`config.mk`:
```
export PLATFORM = sky130hd
export DESIGN_NAME = sram_line_reader
export DESIGN_NICKNAME = d
export VERILOG_FILES = /design/src/rtl/sram_line_reader.sv
export SDC_FILE = /design/constraint.sdc
export NUM_CORES = 1
export LEC_CHECK = 0
export CAP_MARGIN = 20
export CORE_UTILIZATION = 56
export DETAILED_ROUTE_END_ITERATION = 10
export GPL_ROUTABILITY_DRIVEN = 0
export GPL_TIMING_DRIVEN = 1
export PLACE_DENSITY = 0.88
export SYNTH_ARGS = -nofsm -noshare
export SYNTH_HDL_FRONTEND = slang
export SYNTH_SLANG_ARGS = --single-unit
```
`constraint.sdc`:
```
create_clock -name SYS_CLK -period 4.3 [get_ports SYS_CLK]
set_input_delay 0.86 -clock SYS_CLK [delete_from_list [all_inputs] [get_ports SYS_CLK]]
set_output_delay 0.86 -clock SYS_CLK [all_outputs]
set_load 0.005 [all_outputs]
```
`src/rtl/sram_line_reader.sv`:
```
// Read-side initiator for the three-bank line SRAM: issues line bursts of read
// addresses, collects 1-cycle-latency read data into a 4-entry FIFO and streams it out.
module sram_line_reader #(
    parameter int AW = 10,
    parameter int DW = 128
) (
    input  logic          SYS_CLK,
    input  logic          SYS_RST,
    input  logic [3:0]    sram_status_i,
    input  logic          rd_start_i,
    input  logic          rd_two_i,
    input  logic [1:0]    rd_bank0_i,
    input  logic [1:0]    rd_bank1_i,
    input  logic [AW-1:0] rd_base_i,
    input  logic [AW-1:0] line_len_i,
    output logic [AW+1:0] raddr_o,
    output logic          raddr_vld_o,
    input  logic [DW-1:0] rdata_i,
    input  logic          rdata_vld_i,
    output logic [DW-1:0] dout_o,
    output logic          dout_vld_o,
    input  logic          dout_rdy_i,
    output logic          dout_last_o,
    output logic          dout_line_o,
    output logic          busy_o,
    output logic          rd_done_o,
    output logic          err_o
);

    localparam logic [1:0] S_IDLE  = 2'd0;
    localparam logic [1:0] S_RD_B0 = 2'd1;
    localparam logic [1:0] S_RD_B1 = 2'd2;
    localparam logic [1:0] S_DRAIN = 2'd3;

    logic [1:0]    state_q, state_d;
    logic [AW-1:0] cnt_q, cnt_d;
    logic          two_q;
    logic [1:0]    bank0_q, bank1_q;
    logic [AW-1:0] base_q, len_q;
    logic [AW+1:0] raddr_q, raddr_d;
    logic          raddrVld_q, raddrVld_d;
    logic          tagLast_q, tagLast_d, tagLine_q, tagLine_d;
    logic          pipeVld_q, pipeLast_q, pipeLine_q;
    logic [2:0]    occ_q, occNxt;
    logic          rdDone_q, rdDone_d, err_q, err_d;

    logic [DW-1:0] memData_q [4];
    logic          memLast_q [4];
    logic          memLine_q [4];
    logic [1:0]    wrPtr_q, rdPtr_q;
    logic [2:0]    fifoCnt_q;

    logic          startOk, accept, pop, push, inRd, issueNow, lastWord, selLine, selTwo;
    logic [1:0]    selBank;
    logic [AW-1:0] selBase, selLen, selCnt, cntInc;

    assign startOk = ((sram_status_i == 4'b0100) || (sram_status_i == 4'b1000)) &&
                     (line_len_i != '0) && (rd_bank0_i != 2'd3) &&
                     (!rd_two_i || (rd_bank1_i != 2'd3));
    assign accept  = rd_start_i && (state_q == S_IDLE) && startOk;
    assign pop     = (fifoCnt_q != 3'd0) && dout_rdy_i;
    assign push    = rdata_vld_i && pipeVld_q;
    // Credits count words issued but not yet popped, so the FIFO can never overflow.
    assign occNxt  = occ_q + {2'b00, raddrVld_q} - {2'b00, pop};

    // On the accepting edge the first issue is taken straight from the inputs.
    always_comb begin
        inRd    = 1'b0;
        selBank = bank0_q;
        selBase = base_q;
        selLen  = len_q;
        selTwo  = two_q;
        selLine = 1'b0;
        selCnt  = cnt_q;
        if (accept) begin
            inRd    = 1'b1;
            selBank = rd_bank0_i;
            selBase = rd_base_i;
            selLen  = line_len_i;
            selTwo  = rd_two_i;
            selCnt  = '0;
        end else if (state_q == S_RD_B0) begin
            inRd = 1'b1;
        end else if (state_q == S_RD_B1) begin
            inRd    = 1'b1;
            selBank = bank1_q;
            selLine = 1'b1;
        end
    end

    assign issueNow = inRd && (occNxt < 3'd4);
    assign cntInc   = selCnt + {{(AW-1){1'b0}}, 1'b1};
    assign lastWord = (cntInc == selLen);

    always_comb begin
        state_d    = state_q;
        cnt_d      = cnt_q;
        raddr_d    = raddr_q;
        raddrVld_d = issueNow;
        tagLast_d  = tagLast_q;
        tagLine_d  = tagLine_q;
        rdDone_d   = 1'b0;
        err_d      = rd_start_i && (state_q == S_IDLE) && !startOk;
        if (accept) begin
            state_d = S_RD_B0;
            cnt_d   = '0;
        end
        if (issueNow) begin
            raddr_d   = {selBank, selBase + selCnt};
            cnt_d     = cntInc;
            tagLast_d = lastWord;
            tagLine_d = selLine;
            if (lastWord) begin
                cnt_d   = '0;
                state_d = (!selLine && selTwo) ? S_RD_B1 : S_DRAIN;
            end
        end
        if ((state_q == S_DRAIN) && (occNxt == 3'd0)) begin
            state_d  = S_IDLE;
            rdDone_d = 1'b1;
        end
    end

    always_ff @(posedge SYS_CLK or negedge SYS_RST) begin
        if (!SYS_RST) begin
            state_q    <= S_IDLE;
            cnt_q      <= '0;
            two_q      <= 1'b0;
            bank0_q    <= '0;
            bank1_q    <= '0;
            base_q     <= '0;
            len_q      <= '0;
            raddr_q    <= '0;
            raddrVld_q <= 1'b0;
            tagLast_q  <= 1'b0;
            tagLine_q  <= 1'b0;
            pipeVld_q  <= 1'b0;
            pipeLast_q <= 1'b0;
            pipeLine_q <= 1'b0;
            occ_q      <= '0;
            rdDone_q   <= 1'b0;
            err_q      <= 1'b0;
        end else begin
            state_q    <= state_d;
            cnt_q      <= cnt_d;
            raddr_q    <= raddr_d;
            raddrVld_q <= raddrVld_d;
            tagLast_q  <= tagLast_d;
            tagLine_q  <= tagLine_d;
            pipeVld_q  <= raddrVld_q;
            pipeLast_q <= tagLast_q;
            pipeLine_q <= tagLine_q;
            occ_q      <= occNxt;
            rdDone_q   <= rdDone_d;
            err_q      <= err_d;
            if (accept) begin
                two_q   <= rd_two_i;
                bank0_q <= rd_bank0_i;
                bank1_q <= rd_bank1_i;
                base_q  <= rd_base_i;
                len_q   <= line_len_i;
            end
        end
    end

    always_ff @(posedge SYS_CLK or negedge SYS_RST) begin
        if (!SYS_RST) begin
            for (int i = 0; i < 4; i++) begin
                memData_q[i] <= '0;
                memLast_q[i] <= 1'b0;
                memLine_q[i] <= 1'b0;
            end
            wrPtr_q   <= '0;
            rdPtr_q   <= '0;
            fifoCnt_q <= '0;
        end else begin
            if (push) begin
                memData_q[wrPtr_q] <= rdata_i;
                memLast_q[wrPtr_q] <= pipeLast_q;
                memLine_q[wrPtr_q] <= pipeLine_q;
                wrPtr_q            <= wrPtr_q + 2'd1;
            end
            if (pop) begin
                rdPtr_q <= rdPtr_q + 2'd1;
            end
            fifoCnt_q <= fifoCnt_q + {2'b00, push} - {2'b00, pop};
        end
    end

    assign raddr_o     = raddr_q;
    assign raddr_vld_o = raddrVld_q;
    assign dout_o      = memData_q[rdPtr_q];
    assign dout_last_o = memLast_q[rdPtr_q];
    assign dout_line_o = memLine_q[rdPtr_q];
    assign dout_vld_o  = (fifoCnt_q != 3'd0);
    assign busy_o      = (state_q != S_IDLE);
    assign rd_done_o   = rdDone_q;
    assign err_o       = err_q;

endmodule
```
==> Yosys cells after proc, flatten, opt, wreduce, memory -nomap -nowiden <==
Cells that the tools add are included.
{ "op_classes": {"bitwise": 2, "mux": 36, "n_reduce_logical": 22, "addsub": 8, "magnitude_cmp": 4, "eq_ne": 8} }
{ "op_table": {"columns": ["op", "n"], "rows": [
  ["bitwise mux 512 bit", 1],
  ["two-way mux 128 bit", 3],
  ["binary-select mux 128 bit (select 2 bit)", 1],
  ["demux 128 bit (select 2 bit)", 1],
  ["two-way mux 10 bit", 5],
  ["two-way mux 2 bit", 7],
  ["two-way mux 1 bit", 13],
  ["logical AND 1 bit", 12],
  ["adder 10 x 1 -> 10 bit (second input constant)", 1],
  ["adder 10 bit", 1],
  ["equality test 10 bit", 1],
  ["nonzero test 10 bit", 1],
  ["bitwise mux 4 bit", 2],
  ["adder 3 x 1 -> 3 bit", 2],
  [">= comparator 3 bit (second input constant)", 2],
  ["inverter 2 -> 3 bit", 2],
  ["subtractor 3 x 1 -> 3 bit", 2],
  ["adder 2 x 1 -> 2 bit (second input constant)", 2],
  ["binary-select mux 1 bit (select 2 bit)", 2],
  ["equality test 2 bit (second input constant)", 2],
  ["equality test 4 x 3 -> 1 bit (second input constant)", 1],
  ["equality test 4 bit (second input constant)", 1],
  ["!= test 2 bit (second input constant)", 2],
  ["zero test 1 bit", 3],
  ["9 further kinds", 10]
]} }
{ "totals": {"register_bits": 587, "in_bits": 162, "elab_cells": 112, "output_inout_bits": 147} }

==> Logic depth before layout (Yosys ltp) <==
Gate-level depths: netlist (run 1).
{ "depth": {"word_depth": 13, "mapped_depth": 19, "mapped_depth_nobuf": 17} }

==> Worst setup path before layout (run 1) <==
No wires, ideal clock.
{ "synth_path": {"path_kind": "input-to-reg", "start": "in sram_status_i[3]", "end": "reg raddr_q[9], in the netlist raddr_o[9]", "path_slack_ns": 0.426, "path_stages": 15, "n_path_buf": 2, "required_ns": 4.165, "arrival_ns": 3.739, "setup_ns": 0.135, "path_cell_list": "xnor2_1 -> a2111oi_4 -> nand3_4 -> clkbuf_8 -> clkbuf_1 -> mux2i_1 -> inv_1 -> ha_1 -> a21o_1 -> a21oi_1 -> o22ai_1 -> o41ai_1 -> o21ai_0 -> xnor2_1 -> o21ai_0"} }
{ "synth_between": {"elab_chain_len": 8, "word_cells_on_any_way": 12, "cone_classes": "add/sub: 1; eq/ne: 2; mux: 3; reduce/logical: 6"} }
{ "synth_rtl": {"columns": ["element", "line", "rtl"], "rows": [
  ["start: declaration", "9", "input logic [3:0] sram_status_i,"],
  ["equality test 4 x 3 -> 1 bit or equality test 4 bit (tied branches)", "57", "assign startOk = ((sram_status_i == 4'b0100) || (sram_status_i == 4'b1000)) &&"],
  ["logical OR 1 bit *", "57", null],
  ["logical AND 1 bit *", "57", null],
  ["logical AND 1 bit * (2 in a row)", "58", "(line_len_i != '0) && (rd_bank0_i != 2'd3) &&"],
  ["logical AND 1 bit *", "60", "assign accept = rd_start_i && (state_q == S_IDLE) && startOk;"],
  ["two-way mux 10 bit *", null, null],
  ["named net selBase[1]", "55", "logic [AW-1:0] selBase, selLen, selCnt, cntInc;"],
  ["adder 10 bit *", "109", "raddr_d = {selBank, selBase + selCnt};"],
  ["end signal: assignment", "146", "raddr_q <= raddr_d;"],
  ["end: declaration", "40", "logic [AW+1:0] raddr_q, raddr_d;"]
]} }
Mark *: on every way through the listed nets, which the timed path passes. The rest lies on a longest branch.
A chain may end at the register's enable or synchronous reset.

==> Worst setup path in the final report (run 1) <==
{ "layout_path": {"start": "in sram_status_i[2]", "end": "reg raddr_q[9], in the netlist raddr_o[9]"} }
The elaborated chain is that of the path after synthesis.

==> results.json, run 1 <==
{
  "ant_nets": 0,
  "synth_edf_count": 0,
  "drv_slew": 0,
  "ys.flop_type": "dfrtp_1",
  "cts_tree": "built",
  "fin_skew_ns": 0.01244,
  "synth_area_mm2": 0.02583,
  "synthesis.nets": 1833,
  "clk_pin_slew_ns": 0.06,
  "ctsRootBufferMaster": "clkbuf_16",
  "ctsHoldBuffers": 0,
  "synthXorXnorAreaFrac": 0.01255,
  "crit_buf_inv": 2,
  "synth_fa_ha_area_frac": 0.01298,
  "synthArstFlopShare": 1.000,
  "finish.net_count": 2146,
  "wl_per_cell_um": 22.25,
  "wirelength_mm": 58.03,
  "worstSkewPairLatency_ns": 0.60,
  "critPathMaxFanout": 11,
  "ys_types": 52,
  "start_util": 0.5679,
  "yosys_warnings": 0,
  "synth_top_area_cell": "dfrtp_1",
  "detail_route.vias_per_cell": 5.842,
  "leakagePower_uw": 0.01406,
  "drtIter0Drc": 814,
  "cp_cell_sequence": "clkdlybuf4s50_1, xnor2_1, a2111oi_4, nand3_4, mux2i_1, inv_1, ha_1, a21o_1, a21oi_1, o22ai_1, o41ai_1, o21ai_0, xnor2_1, o21ai_0",
  "crit_required_ns": 4.77,
  "max_freq_ghz": 0.2676,
  "utilization": 0.6993,
  "synth.area.mux_share": 0.3419,
  "worst_slew_pin_slew_ns": 1.033,
  "grt_usage": 0.2554,
  "fp.dieW_um": 216.8,
  "post_cts_buffers": 0,
  "critPathMaxStageDelay_ns": 0.45,
  "powerDensity_mw_per_mm2": 790.2,
  "cts_buffer_depth": 3,
  "worstPathArrival_ns": 4.21,
  "fin_crit_sh": 0.8691,
  "rsz0062_at_grt": "no",
  "cts.sinks": 587,
  "finalNonFillerCells": 2608,
  "finalHoldViolCount": 0,
  "numPortBuffers": 308,
  "ys_seq_elements": 587,
  "rows": 78,
  "maxCapViolCount": 0,
  "cts-resized-gates": 0,
  "place_inst": 2499,
  "die_area_mm2": 0.04698,
  "outcome": "finished, final reports clean",
  "grt_pass1_wl_mm": 93.91,
  "crit_type": "in -> reg",
  "drc": 0,
  "synth.avg_cell_area_um2": 15.69,
  "yosys.area_share.simple": 0.03076,
  "synth-seq-area-share": 0.5688,
  "ctsHtreeMaxLevel": 2,
  "grt-ovfl-total": 0,
  "core_mm2": 0.04548,
  "ios": 309,
  "report.final.setup_viol": 0,
  "period_needed_ns": 3.737,
  "cp-start-kind": "input port",
  "grt_max_degree": 124,
  "die_h_um": 216.8,
  "vdd_drop_max_uv": 541.4,
  "relSlewSlack": 0.3115,
  "slowest_stage": "o41ai_1",
  "synth_top_area_share": 0.5688,
  "endpoint_kind": "flop",
  "crit_family": "compound AO/OA/AOI/OAI gates",
  "post-dp-hpwl_mm": 37.14,
  "synth_compound_area_frac": 0.01366,
  "hold_class": "in -> async",
  "synth.top_cells.by_area": "dfrtp_1 57%, mux2_2 23%, mux4_2 11%",
  "antenna_found_initial": 6,
  "synth_top_family_by_area": "multiplexers",
  "layout-drive-gt1-share": 0.4048,
  "drtPass1Iterations": 5,
  "vias": 15236,
  "area_growth_pct": 23.14,
  "grt_pass1_vias": 17020,
  "synthCells": 1646,
  "fillers": 2882,
  "cts_made_buffers": 58
}
cell usage after synthesis (3+ instances only):
library cell / instances
a21o_1: 3
a21oi_1: 10
and2_1: 9
buf_1: 28
clkbuf_1: 64
dfrtp_1: 587
fa_1: 3
ha_1: 22
inv_1: 27
mux2_2: 522
mux4_2: 130
nand2_1: 102
nand3_1: 9
nor2_1: 13
nor3_1: 18
o21ai_0: 15
o22ai_1: 3
or2_2: 3
xnor2_1: 26
xor2_1: 11
where the power goes:
part	internal [uW]	leakage (uW)	switching (uW)
sequential	8170	0.00733	1450
clock	2990	0.000963	2080
combinational	6560	0.00577	3880
flip-flops by register name, summed over array words and instances (netlist names), 2 cells and up:
name	cells
bank0_q	2
bank1_q	2
base_q	10
cnt_q	10
fifoCnt_q	3
len_q	10
memData_q	512
memLast_q	4
memLine_q	4
occ_q	3
raddr_o	12
rdPtr_q	2
state_q	2
wrPtr_q	2
per-stage QoR:
| step | setup slack [ns] | instance area (um^2) | setup TNS, ns | total power, uW | hold slack [ns] |
|---|---|---|---|---|---|
| after global routing | 0.3561 | 31800 | 0 | 26440 | 0.4071 |
| after CTS | 0.5078 | 31800 | 0 | 25350 | 0.4023 |
| after floorplan | 0.4260 | 25830 | 0 | 15420 | 0.3535 |
| after detailed placement | -0.03824 | 29850 | -0.03824 | 20130 | 0.3746 |
| after global placement | 0.1400 | 29850 | 0 | 19550 | 0.3670 |
| final | 0.5627 | 31800 | 0 | 25130 | 0.3759 |
logic make-up (layout without fill, tap and decap cells):
group / Yosys count / after routing
AOI/OAI and AO/OA: 48 / 48
xor gates and xnor gates: 37 / 37
adders and majority gates: 25 / 25
buffers and inverters: 125 / 485
DFF: 587 / 587
muxes: 654 / 654
other: 0 / 2
and+or+nand+nor: 170 / 170
cell type report:
class	count	area [um^2]	area share
repair buffers	351	3611	0.1135
well taps	600	750.7	0.02361
clock inverters	12	97.59	0.003069
multi-input cells	934	10690	0.3360
diodes	2	5.005	0.0001574
flip-flops and latches	587	14700	0.4621
clock buffers	95	1854	0.05831
inverters	27	101.3	0.003187
placed cells by master (no fill, tap or decap), drive strengths merged, types with 3 or more instances in the layout:
cell	count
xnor2	26
mux2	522
a21oi	10
buf	44
fa	3
a21o	3
nor2	13
dfrtp	587
inv	28
ha	22
xor2	11
and2	9
o22ai	3
clkinv	8
nand3	11
nand2	102
mux4	130
clkbuf	95
nor3	20
clkdlybuf4s50	307
and3	4
o21ai	16
or2	3
worst reg2reg max path: stages, from the launching register on:
cell	delay, ns
dfrtp_1	0.42
inv_1	0.09
ha_1	0.27
nand2_1	0.11
and2b_2	0.24
nand3_4	0.14
mux2i_1	0.25
inv_1	0.08
ha_1	0.29
a21o_1	0.18
a21oi_1	0.24
o22ai_1	0.16
o41ai_1	0.45
o21ai_0	0.22
xnor2_1	0.19
o21ai_0	0.09
final timing paths:
path | startpoint | end | slack (ns) | cells past startpoint
worst min register to register | tagLast_q$_DFFE_PN0P_ | pipeLast_q$_DFF_PN0_ | 0.40 | 0
min in group SYS_CLK | tagLast_q$_DFFE_PN0P_ | pipeLast_q$_DFF_PN0_ | 0.40 | 0
worst min-delay path | SYS_RST | memData_q[42]$_DFFE_PN0P_ | 0.38 | 1
worst max register to register | state_q[0]$_DFF_PN0_ | raddr_o[9]$_DFFE_PN0P_ | 0.76 | 15
worst max-delay path | sram_status_i[2] | raddr_o[9]$_DFFE_PN0P_ | 0.56 | 14
max in group asynchronous | SYS_RST | memData_q[307]$_DFFE_PN0P_ | 2.76 | 3
per-layer routing:
layer / vias to the layer above / part of all wire / global-route usage
met2: 368 / 0.52 / 0.4416
met4: 4 / 0.026 / 0.08732
met1: 8110 / 0.41 / 0.3270
met5: - / 0.00045 / 0
met3: 104 / 0.048 / 0.04416
li1: 6650 / - / -
(Power assumes the default switching activity.)
==> inputs of run 2 (changes only) <==
- SLEW_MARGIN: not set -> 25
==> run 2 against run 1 <==
Effect of this change:
- critical endpoint unchanged
- hold slack worse by 0.23 ns
- first-iteration DRC count down 6.0%
- sequential power about the same
- routed wire length down 0.19%
- global-route usage unchanged
- combinational power about the same
- clock power about the same
- non-clock buffer count up 1
==> results.json, run 2 (synthesis results as in run 1) <==
{
  "ctsHoldBuffers": 0,
  "fillers": 2875,
  "ant_nets": 0,
  "maxCapViolCount": 0,
  "crit_required_ns": 4.77,
  "ctsHtreeMaxLevel": 2,
  "cp-start-kind": "input port",
  "finalHoldViolCount": 0,
  "cts_made_buffers": 58,
  "drtIter0Drc": 765,
  "relSlewSlack": 0.4167,
  "grt_usage": 0.2554,
  "rows": 78,
  "area_growth_pct": 23.25,
  "clk_pin_slew_ns": 0.06,
  "endpoint_kind": "flop",
  "start_util": 0.5679,
  "worst_slew_pin_slew_ns": 0.8750,
  "vias": 15232,
  "finish.net_count": 2147,
  "cts-resized-gates": 0,
  "cts_buffer_depth": 3,
  "vdd_drop_max_uv": 541.7,
  "largest_reg_flops": 512,
  "post-dp-hpwl_mm": 37.14,
  "top_register": "memData_q",
  "max_freq_ghz": 0.2684,
  "worstPathArrival_ns": 4.20,
  "critPathMaxFanout": 11,
  "fp.dieW_um": 216.8,
  "post_cts_buffers": 0,
  "worstSkewPairLatency_ns": 0.60,
  "layout_common_cells": "585 x dfrtp_1, 522 x mux2_2, 307 x clkdlybuf4s50_1",
  "layout-drive-gt1-share": 0.4051,
  "drc": 0,
  "crit_type": "in -> reg",
  "place_inst": 2499,
  "wirelength_mm": 57.91,
  "detail_route.vias_per_cell": 5.838,
  "fin_skew_ns": 0.01194,
  "period_needed_ns": 3.725,
  "grt_pass1_wl_mm": 93.91,
  "worst_slack_ns": 0.5749,
  "rsz0062_at_grt": "no",
  "hold_class": "in -> async",
  "hold_ws_ns": 0.1428,
  "die_area_mm2": 0.04698,
  "grt-ovfl-total": 0,
  "final_common_cell": "dfrtp_1",
  "report.final.setup_viol": 0,
  "antenna_found_initial": 6,
  "outcome": "finished, final reports clean",
  "die_h_um": 216.8,
  "cts.sinks": 587,
  "leakagePower_uw": 0.01408,
  "dp_slack_ns": -0.03824,
  "drtPass1Iterations": 5,
  "powerDensity_mw_per_mm2": 789.7,
  "grt_max_degree": 124,
  "ios": 309,
  "wl_per_cell_um": 22.20,
  "finalNonFillerCells": 2609,
  "fin_area_mm2": 0.03183,
  "ctsRootBufferMaster": "clkbuf_16",
  "cts_tree": "built",
  "drv_slew": 0,
  "fin_crit_sh": 0.8663,
  "numPortBuffers": 308,
  "core_mm2": 0.04548,
  "grt_pass1_vias": 17020,
  "final.setup.tns_ns": 0,
  "placed_area_mm2": 0.02985
}
==> run 2: changes by cell type in the layout (fill, tap and decap cells not counted) <==
cell / before / now
buf_16: 0 / 1
==> run 2: final timing paths <==
check / depth (start not counted) / end / slack, ns / from
min in group SYS_CLK: 0 / pipeLast_q$_DFF_PN0_ / 0.40 / tagLast_q$_DFFE_PN0P_
max in group asynchronous: 4 / memData_q[436]$_DFFE_PN0P_ / 2.84 / SYS_RST
hold reg to reg: 0 / pipeLast_q$_DFF_PN0_ / 0.40 / tagLast_q$_DFFE_PN0P_
setup reg to reg: 15 / raddr_o[9]$_DFFE_PN0P_ / 0.77 / state_q[0]$_DFF_PN0_
hold / removal: 1 / memData_q[42]$_DFFE_PN0P_ / 0.14 / SYS_RST
setup / recovery: 14 / raddr_o[9]$_DFFE_PN0P_ / 0.57 / sram_status_i[2]
==> run 2: where the power goes <==
group	leakage, uW	switching [uW]	internal (uW)
registers	0.00733	1450	8170
logic	0.00578	3880	6560
clock network	0.000963	2090	2990
total	0.0141	7410	17700
==> run 2: layout make-up <==
class,count,area (um^2),share of cell area
timing repair buffer,352,3638,0.1143
sequential,587,14700,0.4617
antenna,2,5.005,0.0001572
tap,600,750.7,0.02358
inverter,27,101.3,0.003184
multi-input combinational,934,10690,0.3357
clock buffer,95,1854,0.05825
clock inverter,12,97.59,0.003066
==> run 2: layer usage <==
| layer | share of wire | track usage |
|---|---|---|
| met1 | 0.40 | 0.3270 |
| met2 | 0.52 | 0.4416 |
| met3 | 0.049 | 0.04416 |
| met4 | 0.028 | 0.08732 |
| met5 | 0.00045 | 0 |
==> run 2: through the flow <==
| step | power, uW | utilization |
|---|---|---|
| after floorplan | 15420 | - |
| after global placement | 19550 | 0.6563 |
| after detailed placement | 20130 | 0.6563 |
| after CTS | 25350 | 0.6992 |
| after global routing | 26450 | 0.6999 |
| final | 25140 | 0.6999 |
==> run 2: critical path, stage by stage <==
cell and delay [ns]:
clkdlybuf4s50_1 0.42, xnor2_1 0.16, a2111oi_4 0.44, nand3_4 0.20
mux2i_1 0.23, inv_1 0.08, ha_1 0.29, a21o_1 0.18
a21oi_1 0.24, o22ai_1 0.15, o41ai_1 0.44, o21ai_0 0.22
xnor2_1 0.19, o21ai_0 0.09
